==> config.mk <==
export PLATFORM = sky130hd
export DESIGN_NAME = led_breath_driver
export DESIGN_NICKNAME = d
export VERILOG_FILES = /design/src/rtl/led_breath_driver.sv
export SDC_FILE = /design/constraint.sdc
export NUM_CORES = 1
export LEC_CHECK = 0
export BUFFER_PORTS_ARGS = -buffer_cell sky130_fd_sc_hd__buf_2
export CAP_MARGIN = 25
export CORE_ASPECT_RATIO = 1.25
export CORE_MARGIN = 5
export CORE_UTILIZATION = 64
export DETAILED_ROUTE_END_ITERATION = 6
export PLACE_DENSITY = 0.89
export SKIP_CTS_REPAIR_TIMING = 1
export SYNTH_ARGS = -nofsm -noshare
export SYNTH_HDL_FRONTEND = slang
export SYNTH_SLANG_ARGS = --single-unit
==> constraint.sdc <==
create_clock -name clock -period 4 [get_ports clock]
set_clock_uncertainty 0.2 [all_clocks]
set_input_delay 0.4 -clock clock [delete_from_list [all_inputs] [get_ports clock]]
set_output_delay 0.4 -clock clock [all_outputs]
set_load 0.02 [all_outputs]
==> src/rtl/led_breath_driver.sv <==
// PWM "breathing" LED driver: fades one LED up or down on edges of the blinker status line.
// Brightness steps once every RAMP_DIV clocks. PWM duty equals level / 2**PWM_BITS.
module led_breath_driver #(
    parameter int PWM_BITS = 8,
    parameter int RAMP_DIV = 195_312
) (
    input  logic                clock,
    input  logic                reset_n,
    input  logic                blink_in,
    input  logic                enable,
    output logic                led_out,
    output logic [PWM_BITS-1:0] level,
    output logic                ramp_busy
);

    localparam int SYNC_STAGES = 2;
    localparam int TIMER_W     = (RAMP_DIV > 1) ? $clog2(RAMP_DIV) : 1;
    localparam logic [PWM_BITS-1:0] LEVEL_MAX  = '1;
    localparam logic [TIMER_W-1:0]  TIMER_LAST = TIMER_W'(RAMP_DIV - 1);

    typedef enum logic [1:0] {
        IDLE_OFF  = 2'd0,
        RAMP_UP   = 2'd1,
        IDLE_ON   = 2'd2,
        RAMP_DOWN = 2'd3
    } state_t;

    state_t                state_reg;
    logic [SYNC_STAGES-1:0] sync_reg;
    logic                  delay_reg;
    logic [TIMER_W-1:0]    timer_reg;
    logic [PWM_BITS-1:0]   level_reg;
    logic [PWM_BITS-1:0]   pwm_cnt_reg;
    logic                  led_out_reg;

    logic sync_s;
    logic rise_ev;
    logic fall_ev;
    logic accept_up;
    logic accept_down;
    logic terminal;

    // blink_in is asynchronous to clock: two flops before anything looks at it.
    always_ff @(posedge clock or negedge reset_n) begin
        if (!reset_n) begin
            sync_reg  <= '0;
            delay_reg <= 1'b0;
        end else begin
            sync_reg  <= {sync_reg[SYNC_STAGES-2:0], blink_in};
            delay_reg <= sync_reg[SYNC_STAGES-1];
        end
    end

    assign sync_s      = sync_reg[SYNC_STAGES-1];
    assign rise_ev     = sync_s & ~delay_reg;
    assign fall_ev     = ~sync_s & delay_reg;
    assign accept_up   = rise_ev & ((state_reg == IDLE_OFF) | (state_reg == RAMP_DOWN));
    assign accept_down = fall_ev & ((state_reg == IDLE_ON) | (state_reg == RAMP_UP));
    assign terminal    = (timer_reg == TIMER_LAST);

    // Accepted events take priority over a coincident terminal count: level holds, timer restarts.
    always_ff @(posedge clock or negedge reset_n) begin
        if (!reset_n) begin
            state_reg <= IDLE_OFF;
            level_reg <= '0;
            timer_reg <= '0;
        end else if (accept_up) begin
            state_reg <= RAMP_UP;
            timer_reg <= '0;
        end else if (accept_down) begin
            state_reg <= RAMP_DOWN;
            timer_reg <= '0;
        end else begin
            case (state_reg)
                RAMP_UP: begin
                    if (terminal) begin
                        timer_reg <= '0;
                        if (level_reg != LEVEL_MAX) begin
                            level_reg <= level_reg + 1'b1;
                        end
                        if (level_reg >= LEVEL_MAX - 1'b1) begin
                            state_reg <= IDLE_ON;
                        end
                    end else begin
                        timer_reg <= timer_reg + 1'b1;
                    end
                end
                RAMP_DOWN: begin
                    if (terminal) begin
                        timer_reg <= '0;
                        if (level_reg != '0) begin
                            level_reg <= level_reg - 1'b1;
                        end
                        if (level_reg <= PWM_BITS'(1)) begin
                            state_reg <= IDLE_OFF;
                        end
                    end else begin
                        timer_reg <= timer_reg + 1'b1;
                    end
                end
                default: begin
                    timer_reg <= '0;
                end
            endcase
        end
    end

    // PWM counter free-runs independent of the FSM; full scale is forced solid on.
    always_ff @(posedge clock or negedge reset_n) begin
        if (!reset_n) begin
            pwm_cnt_reg <= '0;
            led_out_reg <= 1'b0;
        end else begin
            pwm_cnt_reg <= pwm_cnt_reg + 1'b1;
            led_out_reg <= enable & ((level_reg == LEVEL_MAX) | (pwm_cnt_reg < level_reg));
        end
    end

    assign ramp_busy = (state_reg == RAMP_UP) | (state_reg == RAMP_DOWN);
    assign level     = level_reg;
    assign led_out   = led_out_reg;

endmodule

# Yosys cells after proc, flatten, opt, wreduce, memory -nomap -nowiden
# Index checks and enable logic that the tools add are counted.
[op_classes]
add_sub_neg = 4
order_cmp = 3
eq_ne = 14
mux = 16
bitwise_logic = 13
reduce_logical = 7
[ops]
columns = ["op", "count"]
rows = [
  ["$mux W18", 4],
  ["$mux W8", 4],
  ["$add A18 B1 Y18 const B", 1],
  ["$eq A18 B18 Y1 const B", 1],
  ["$add A8 B1 Y8 const B", 2],
  ["$pmux W8 S2", 1],
  ["$mux W2", 6],
  ["$ne A4 B4 Y1 const B", 3],
  ["$eq A8 B8 Y1 const B", 1],
  ["$ge A8 B8 Y1 const B", 1],
  ["$le A8 B1 Y1 const B", 1],
  ["$lt A8 B8 Y1", 1],
  ["$ne A8 B8 Y1 const B", 1],
  ["$reduce_bool A8 Y1", 1],
  ["$sub A8 B1 Y8 const B", 1],
  ["$reduce_and A7 Y1", 1],
  ["$ne A2 B2 Y1 const B", 3],
  ["$and A1 B1 Y1", 5],
  ["$reduce_and A5 Y1", 1],
  ["$eq A2 B2 Y1 const B", 2],
  ["$ne A4 B3 Y1 const B", 1],
  ["$not A1 Y1", 4],
  ["$or A1 B1 Y1", 4],
  ["$pmux W2 S2", 1],
  ["other kinds (6)", 6],
]
[totals]
regBits = 40
inputBits = 4
out_inout_bits = 10
word_cells = 64

# Longest topological paths before layout
# Gate-level depths: netlist of run 1.
[logic_depth]
word_depth = 6
ltp_mapped = 9
mapped_depth_nobuf = 7

# Least setup slack after synthesis of run 1
# No wires, ideal clock.
[synth_timing]
path_type = "register to register"
from = "register state_reg[0]"
to = "register level_reg[5], in the netlist level[5]"
setup_ns = 0.133
t_arrival_ns = 1.704
required_time_ns = 3.667
path_slack_ns = 1.964
stages_incl_launch_ff = 8
cell_sequence = "dfrtp_1 -> ha_1 -> buf_4 -> or4b_1 -> or3_1 -> o31ai_1 -> nand3_1 -> xnor2_1"
[synth_via]
elab_chain_len = 5
[synth_rtl]
columns = ["item", "line", "source"]
rows = [
  ["start, declared", "28", "state_t state_reg;"],
  ["start signal, assigned", "64", "state_reg <= IDLE_OFF;"],
  ["start signal, assigned", "68", "state_reg <= RAMP_UP;"],
  ["start signal, assigned", "71", "state_reg <= RAMP_DOWN;"],
  ["$eq A2 B2 Y1 (tied with other cells)", "58", "assign accept_down = fall_ev & ((state_reg == IDLE_ON) | (state_reg == RAMP_UP));"],
  ["$or A1 B1 Y1 (on tied branches)", "58, 57", ""],
  ["$and A1 B1 Y1 (on tied branches)", "58, 57", ""],
  ["$not A1 Y1 (no source line)", "n/a", ""],
  ["$reduce_and A7 Y1 (no source line)", "n/a", ""],
  ["end signal, assigned", "79", "level_reg <= level_reg + 1'b1;"],
  ["end signal, assigned", "92", "level_reg <= level_reg - 1'b1;"],
  ["end, declared", "32", "logic [PWM_BITS-1:0] level_reg;"],
]
# Several ways; a longest one is shown, not always the timed one.
# A chain may end at the register's enable or synchronous reset.

# Final worst setup path of run 1
[layout_timing]
from = "register state_reg[0]"
to = "register timer_reg[6]"
[layout_via]
elab_chain_len = 5
[layout_rtl]
columns = ["item", "line", "source"]
rows = [
  ["$eq A2 B1 Y1 (tied with other cells)", "58, 74", ""],
  ["$reduce_or A2 Y1 (no source line) / $or A1 B1 Y1 (equally long branches)", "n/a", ""],
  ["$mux W18 / $and A1 B1 Y1 (equally long branches)", "n/a", ""],
  ["$mux W18", "70", "end else if (accept_down) begin"],
  ["$mux W18 *", "67", "end else if (accept_up) begin"],
  ["end signal, assigned", "85", "timer_reg <= timer_reg + 1'b1;"],
  ["end signal, assigned", "98", "timer_reg <= timer_reg + 1'b1;"],
  ["end, declared", "31", "logic [TIMER_W-1:0] timer_reg;"],
]
# Mark *: on every way between the ends. The rest lies on a longest branch, timed or not.

==> results of run 1 <==
area by class of cell:
class / count / area, um^2 / area share, %
inverter: 12 / 45.0 / 1.90
clock inverter: 3 / 46.3 / 1.95
timing repair buffer: 13 / 65.1 / 2.75
clock buffer: 5 / 68.8 / 2.91
sequential: 40 / 1000 / 42.3
tap: 37 / 46.3 / 1.95
multi-input combinational: 157 / 1100 / 46.3
path summary, 6_finish.rpt:
kind                                           from                  endpoint  slack [ns]
setup / recovery           state_reg[0]$_DFFE_PN0P_    timer_reg[6]$_DFF_PN0_        1.73
hold / removal                              reset_n         led_out$_DFF_PN0_      -0.002
setup reg to reg           state_reg[0]$_DFFE_PN0P_    timer_reg[6]$_DFF_PN0_        1.73
hold reg to reg               sync_reg[0]$_DFF_PN0_     sync_reg[1]$_DFF_PN0_        0.16
max in group asynchronous                   reset_n  state_reg[1]$_DFFE_PN0P_        3.07
min in group clock                         blink_in     sync_reg[0]$_DFF_PN0_           0
cells in the mapped netlist, drive strengths merged:
master	n	area [um^2]
inv	12	45.0
nand4	6	37.5
a311oi	1	15.0
o21ai	2	13.8
nand3b	2	15.0
nor3	3	15.0
and4	1	11.3
mux2i	3	30.0
nand2b	1	6.26
xnor2	18	158
or2	3	18.8
nor2	29	109
a21oi	1	5.00
and3	2	12.5
or4	2	18.8
nand2	14	52.6
a21boi	1	7.51
mux2	1	11.3
buf	4	35.0
xor2	12	105
or3	1	6.26
or3b	1	8.76
ha	16	200
or4b	1	10.0
nand3	20	100
nor4	1	6.26
or2b	1	7.51
a211oi	1	7.51
o31ai	3	22.5
nand4bb	1	11.3
dfrtp	40	1000
o41ai	1	16.3
o22ai	2	12.5
and2	2	16.3
nor2b	1	6.26
a21o	3	22.5
worst max-delay path, cell delays in order, from the launching register on:
cell,delay (ns)
dfrtp_1,0.40
ha_1,0.31
or3b_2,0.48
nand3_1,0.13
or2_1,0.49
nor2_1,0.11
power by group:
part / switching (W) / leakage [nW] / internal (W)
clock: 0.000153 / 0.0548 / 0.000188
combinational: 0.000146 / 0.482 / 0.0000908
sequential: 0.0000210 / 0.527 / 0.000426
total: 0.000320 / 1.06 / 0.000705
cell families after synthesis:
group                    share of synthesized area [%]
AND/OR/NAND/NOR                                   21.6
flip-flops                                        46.0
multiplexers                                      1.90
buffers and inverters                             3.68
adder cells (fa/ha/maj)                           9.20
AO/OA/AOI/OAI                                     5.63
XOR/XNOR                                          12.1
stage by stage:
step | instance area [um^2] | total power, W | util [%] | worst slack [ns] | cells
finish | 2370 | 0.00102 | 72.8 | 1.73 | 267
global route | 2370 | 0.00109 | 72.8 | 1.53 | 267
CTS | 2370 | 0.00104 | 72.8 | 1.70 | 267
detailed placement | 2250 | 0.000692 | 69.3 | 1.72 | 259
global placement | 2250 | 0.000686 | 69.3 | 1.79 | 259
floorplan | 2180 | 0.000671 | - | 1.96 | 213
metal layers:
layer	vias to the layer above	share of wire, %
li1	753	-
met1	729	42
met2	29	51
met3	6	4.3
met4	0	1.9
met5	-	0
==> metrics.md, run 1 <==
| Metric | Value |
|---|---|
| Total of endpoints with negative setup slack in the final report | `0` |
| HP Class | `in2async` |
| Floorplan die width | `62.2 um` |
| Post-route fraction of the period consumed by the critical path | `56.7%` |
| Count of pins over their slew limit | `0` |
| Number of distinct library cell variants in the gate-level netlist after synthesis | `42` |
| Worst reg2reg path depth | `5` |
| Relative max-transition margin | `43.6%` |
| Minimum period implied by the final worst setup slack | `2.27 ns` |
| Count of yosys warnings during synthesis | `0` |
| Vias in the first global route | `1596` |
| Leak | `1.06 nW` |
| Count of pins on the block boundary | `14` |
| Placeable core region | `3250 um^2` |
| First-pass iteration count of the detailed router | `4` |
| Number of filler instances in the final layout | `248` |
| Initial drt markers | `68` |
| Overall routed net length | `3740 um` |
| Cts bufs inserted | `5` |
| Busiest metal layer after global routing | `met2` |
| Violations in the final reports | `negative hold slack` |
| Synthesized area divided by synthesized cell count | `10.2 um^2` |
| Highest fanout seen on the critical path | `18` |
| Number of antenna violations at the first check in global routing | `0` |
| GR Layer Usage met3 | `5.22%` |
| Cell Pwr Density | `433 nW/um^2` |
| Post-route DRC | `0` |
| First-pass GRT wire length | `6950 um` |
| Data required time at the worst endpoint | `3.96 ns` |
| Critical path endpoint category | `flip-flop` |
| Signed area change from the synthesized netlist to the final layout | `8.79%` |
| Max H-tree Level | `2` |
| Crit path launch type | `flip-flop` |
| CTS sink cnt | `40` |
| Ratio of cells with drive above 1 in the final layout | `13.9%` |
| Aggregate global-route resource usage | `18.9%` |
| Antenna cell count | `0` |
| Number of instances in the synthesized netlist | `213` |
| Leftover overflow at the end of global routing | `0` |
| Actual slew at the worst max-slew pin | `0.847 ns` |
| Clock transition time at the flip-flop clock pins of the worst setup and hold paths | `0.08 ns` |
| Result of the run | `finished with violations` |
| Routing usage on met2 | `34.3%` |
| Root buf cell | `clkbuf_8` |
| Commonest non-fill, non-tap cell in the layout | `dfrtp_1` |
| Initial Util | `66.9%` |
| Clock tree from TritonCTS | `built` |
| Clk Latency, worst-skew pair | `0.30 ns` |
| Maximum clock rate | `441 MHz` |
| Die height | `75.2 um` |
| Total of flip-flops plus latches after synthesis | `40` |
| Count of buffers from port buffering | `13` |
| Largest net degree at the start of global routing | `41` |
| Number of nets produced by synthesis | `233` |
| Fin nets | `249` |
| Total vias in the final route | `1517` |
| Number of placement rows | `23` |
| Netlist area before placement | `2180 um^2` |
| Share of the yosys chip area belonging to registers | `46.0%` |
| Worst endpoint data arrival time | `2.23 ns` |
| RSZ-0062 raised after global routing | `false` |
| Maximum capacitance violations | `0` |
| Final-layout worst hold slack | `-0.00167 ns` |
| Most frequent cells in the layout | `40 x dfrtp_1, 29 x nor2_1, 20 x nand3_1, 18 x xnor2_1, 16 x ha_1` |
| Routability Congestion | `0.791` |
| Final total negative setup slack | `0 ns` |
| IR drop worst, VDD | `0.523 mV` |
| Post-detail-place hpwl | `2750 um` |
| Count of final hold-check violations | `8` |
| Worst Path Class, Setup | `reg2reg` |
| DIE AREA | `4680 um^2` |
| Final antenna-violating net count | `0` |
| Clock Path Buffers | `2` |
| Average wire length per cell after detail routing | `14.0 um` |
| DR vias/cell | `5.68` |
| Flip-flop count of the largest register, all copies and words added | `18` |
| Global-route track usage on met1 | `20.4%` |
Power figures use the tool's default switching activity.
==> run 2, diff against run 1 <==
--- a/config.mk
+++ b/config.mk
@@ -9,9 +9,9 @@
 export CAP_MARGIN = 25
 export CORE_ASPECT_RATIO = 1.25
 export CORE_MARGIN = 5
-export CORE_UTILIZATION = 64
+export CORE_UTILIZATION = 54
 export DETAILED_ROUTE_END_ITERATION = 6
-export PLACE_DENSITY = 0.89
+export PLACE_DENSITY = 0.8
 export SKIP_CTS_REPAIR_TIMING = 1
 export SYNTH_ARGS = -nofsm -noshare
 export SYNTH_HDL_FRONTEND = slang
==> constraint.sdc (replaced) <==
create_clock -name clock -period 2.06 [get_ports clock]
set_clock_uncertainty 0.2 [all_clocks]
set_input_delay 0.206 -clock clock [delete_from_list [all_inputs] [get_ports clock]]
set_output_delay 0.206 -clock clock [all_outputs]
set_load 0.02 [all_outputs]
==> metrics.md, run 2 (synthesized netlist as in run 1, its figures left out) <==
| Metric | Value |
|---|---|
| Result of the run | `complete, no violations (was finished with violations)` |
| Antenna cell count | `0 (unchanged)` |
| CTS sink cnt | `40 (unchanged)` |
| Ratio of cells with drive above 1 in the final layout | `23.0% (was 13.9%)` |
| Total vias in the final route | `1636 (was 1517)` |
| Number of buffers and inverters on the critical path | `1 (was 0)` |
| Maximum capacitance violations | `0 (unchanged)` |
| Clk Latency, worst-skew pair | `0.30 ns (about the same)` |
| Initial drt markers | `130 (was 68)` |
| Vias in the first global route | `1620 (was 1596)` |
| CP delay by family, top | `simple AND/OR/NAND/NOR gates (unchanged)` |
| Max H-tree Level | `2 (unchanged)` |
| Worst Path Class, Setup | `reg2reg (unchanged)` |
| Final total negative setup slack | `0 ns (unchanged)` |
| Critical path endpoint category | `flip-flop (unchanged)` |
| Leak | `1.17 nW (was 1.06 nW)` |
| List of cells traversed by the critical path | `ha_2 -> buf_4 -> or4_1 -> o22ai_1 -> nand3_1 -> xnor2_1 (was ha_1 -> or3b_2 -> nand3_1 -> or2_1 -> nor2_1)` |
| Placed cells | `288 (was 259)` |
| RSZ-0062 raised after global routing | `true (was false)` |
| Clock tree from TritonCTS | `built (unchanged)` |
| Flip-flop count of the largest register, all copies and words added | `18 (unchanged)` |
| Total of endpoints with negative setup slack in the final report | `0 (unchanged)` |
| Clock Path Buffers | `2 (unchanged)` |
| Crit path launch type | `flip-flop (unchanged)` |
| Final instance area | `2620 um^2 (was 2370 um^2)` |
| Count of final hold-check violations | `0 (was 8)` |
| Aggregate global-route resource usage | `17.6% (was 18.9%)` |
| Count of pins over their slew limit | `0 (unchanged)` |
| Clock transition time at the flip-flop clock pins of the worst setup and hold paths | `0.08 ns (about the same)` |
| Largest net degree at the start of global routing | `22 (was 41)` |
| Final-layout worst hold slack | `0.168 ns (was -0.00167 ns)` |
| Setup Slack @ Placement | `-0.0501 ns (was 1.72 ns)` |
| DIE AREA | `5410 um^2 (was 4680 um^2)` |
| Final antenna-violating net count | `0 (unchanged)` |
| HP Class | `reg2reg (was in2async)` |
| Post-route fraction of the period consumed by the critical path | `99.8% (was 56.7%)` |
| First-pass GRT wire length | `7200 um (was 6950 um)` |
| Highest fanout seen on the critical path | `6 (was 18)` |
| Cts bufs inserted | `5 (unchanged)` |
| Routability Congestion | `0.876 (was 0.791)` |
| Final critical-path setup slack | `0.00486 ns (was 1.73 ns)` |
| Overall routed net length | `4310 um (was 3740 um)` |
| Die height | `81.0 um (was 75.2 um)` |
| Count of pins on the block boundary | `14 (unchanged)` |
| IR drop worst, VDD | `0.584 mV (was 0.523 mV)` |
| DP Area | `2390 um^2 (was 2250 um^2)` |
| Number of placement rows | `25 (was 23)` |
| Cell Pwr Density | `813 nW/um^2 (was 433 nW/um^2)` |
| Most frequent cells in the layout | `39 x dfrtp_1, 29 x nor2_1, 18 x xnor2_1, 15 x nand3_1, 15 x ha_1 (was 40 x dfrtp_1, 29 x nor2_1, 20 x nand3_1, 18 x xnor2_1, 16 x ha_1)` |
| Count of buffers from port buffering | `13 (unchanged)` |
| Data required time at the worst endpoint | `2.03 ns (was 3.96 ns)` |
| Maximum clock rate | `487 MHz (was 441 MHz)` |
| Number of filler instances in the final layout | `280 (was 248)` |
| Number of antenna violations at the first check in global routing | `0 (unchanged)` |
| First-pass iteration count of the detailed router | `4 (unchanged)` |
| Critical-path cell with the highest stage delay | `or4_1 (was or2_1)` |
| Commonest non-fill, non-tap cell in the layout | `dfrtp_1 (unchanged)` |
| Initial Util | `56.6% (was 66.9%)` |
| Post-detail-place hpwl | `3080 um (was 2750 um)` |
| Placeable core region | `3850 um^2 (was 3250 um^2)` |
| Largest stage delay, worst path | `0.48 ns (was 0.49 ns)` |
| Relative max-transition margin | `67.5% (was 43.6%)` |
| Leftover overflow at the end of global routing | `0 (unchanged)` |
| Post-route DRC | `0 (unchanged)` |
| Worst endpoint data arrival time | `2.03 ns (was 2.23 ns)` |
| Root buf cell | `clkbuf_8 (unchanged)` |
| Non-filler instance count after layout | `302 (was 267)` |
| Minimum period implied by the final worst setup slack | `2.06 ns (was 2.27 ns)` |
| DR vias/cell | `5.42 (was 5.68)` |
| Register-to-register setup slack | `0.005 ns (was 1.73 ns)` |
| Actual slew at the worst max-slew pin | `0.488 ns (was 0.847 ns)` |
| Floorplan die width | `66.8 um (was 62.2 um)` |
| Fin nets | `267 (was 249)` |
| Signed area change from the synthesized netlist to the final layout | `20.3% (was 8.79%)` |
| Average wire length per cell after detail routing | `14.3 um (was 14.0 um)` |
[run 2: final timing paths]
| path | end | startpoint | depth (start not counted) |
|---|---|---|---|
| setup reg to reg | level[7]$_DFFE_PN0P_ | state_reg[0]$_DFFE_PN0P_ | 6 |
| setup / recovery | level[7]$_DFFE_PN0P_ | state_reg[0]$_DFFE_PN0P_ | 6 |
| max in group asynchronous | timer_reg[6]$_DFF_PN0_ | reset_n | 3 |
| hold reg to reg | sync_reg[1]$_DFF_PN0_ | sync_reg[0]$_DFF_PN0_ | 0 |
| min in group asynchronous | level[3]$_DFFE_PN0P_ | reset_n | 2 |
| hold / removal | sync_reg[1]$_DFF_PN0_ | sync_reg[0]$_DFF_PN0_ | 0 |
[run 2: layer usage]
layer  share of wire [%]  routed length (um)  GRT usage (%)
met1                  41                1770           20.0
met2                  53                2290           31.3
met3                 3.5                 149           4.01
met4                 2.2                  95           7.32
met5                   0                   0              0
[run 2: area by class of cell]
| type | count | area (um^2) | share of cell area (%) |
|---|---|---|---|
| Multi-Input combinational cell | 157 | 1180 | 45.0 |
| Clock buffer | 8 | 90.1 | 3.44 |
| Timing Repair Buffer | 31 | 236 | 9.03 |
| Inverter | 12 | 45.0 | 1.72 |
| Sequential cell | 40 | 1000 | 38.3 |
| Tap cell | 54 | 67.6 | 2.58 |
[run 2: where the power goes]
group          switching [W]  internal, W
clock               0.000262     0.000273
sequential         0.0000380     0.000828
combinational       0.000381     0.000349
[run 2: through the flow]
step                      utilization (%)  power, W
after floorplan                         -   0.00130
after global placement               62.1   0.00141
after detailed placement             62.1   0.00143
after CTS                            64.5   0.00196
final                                68.1   0.00213
after global routing                 68.1   0.00225
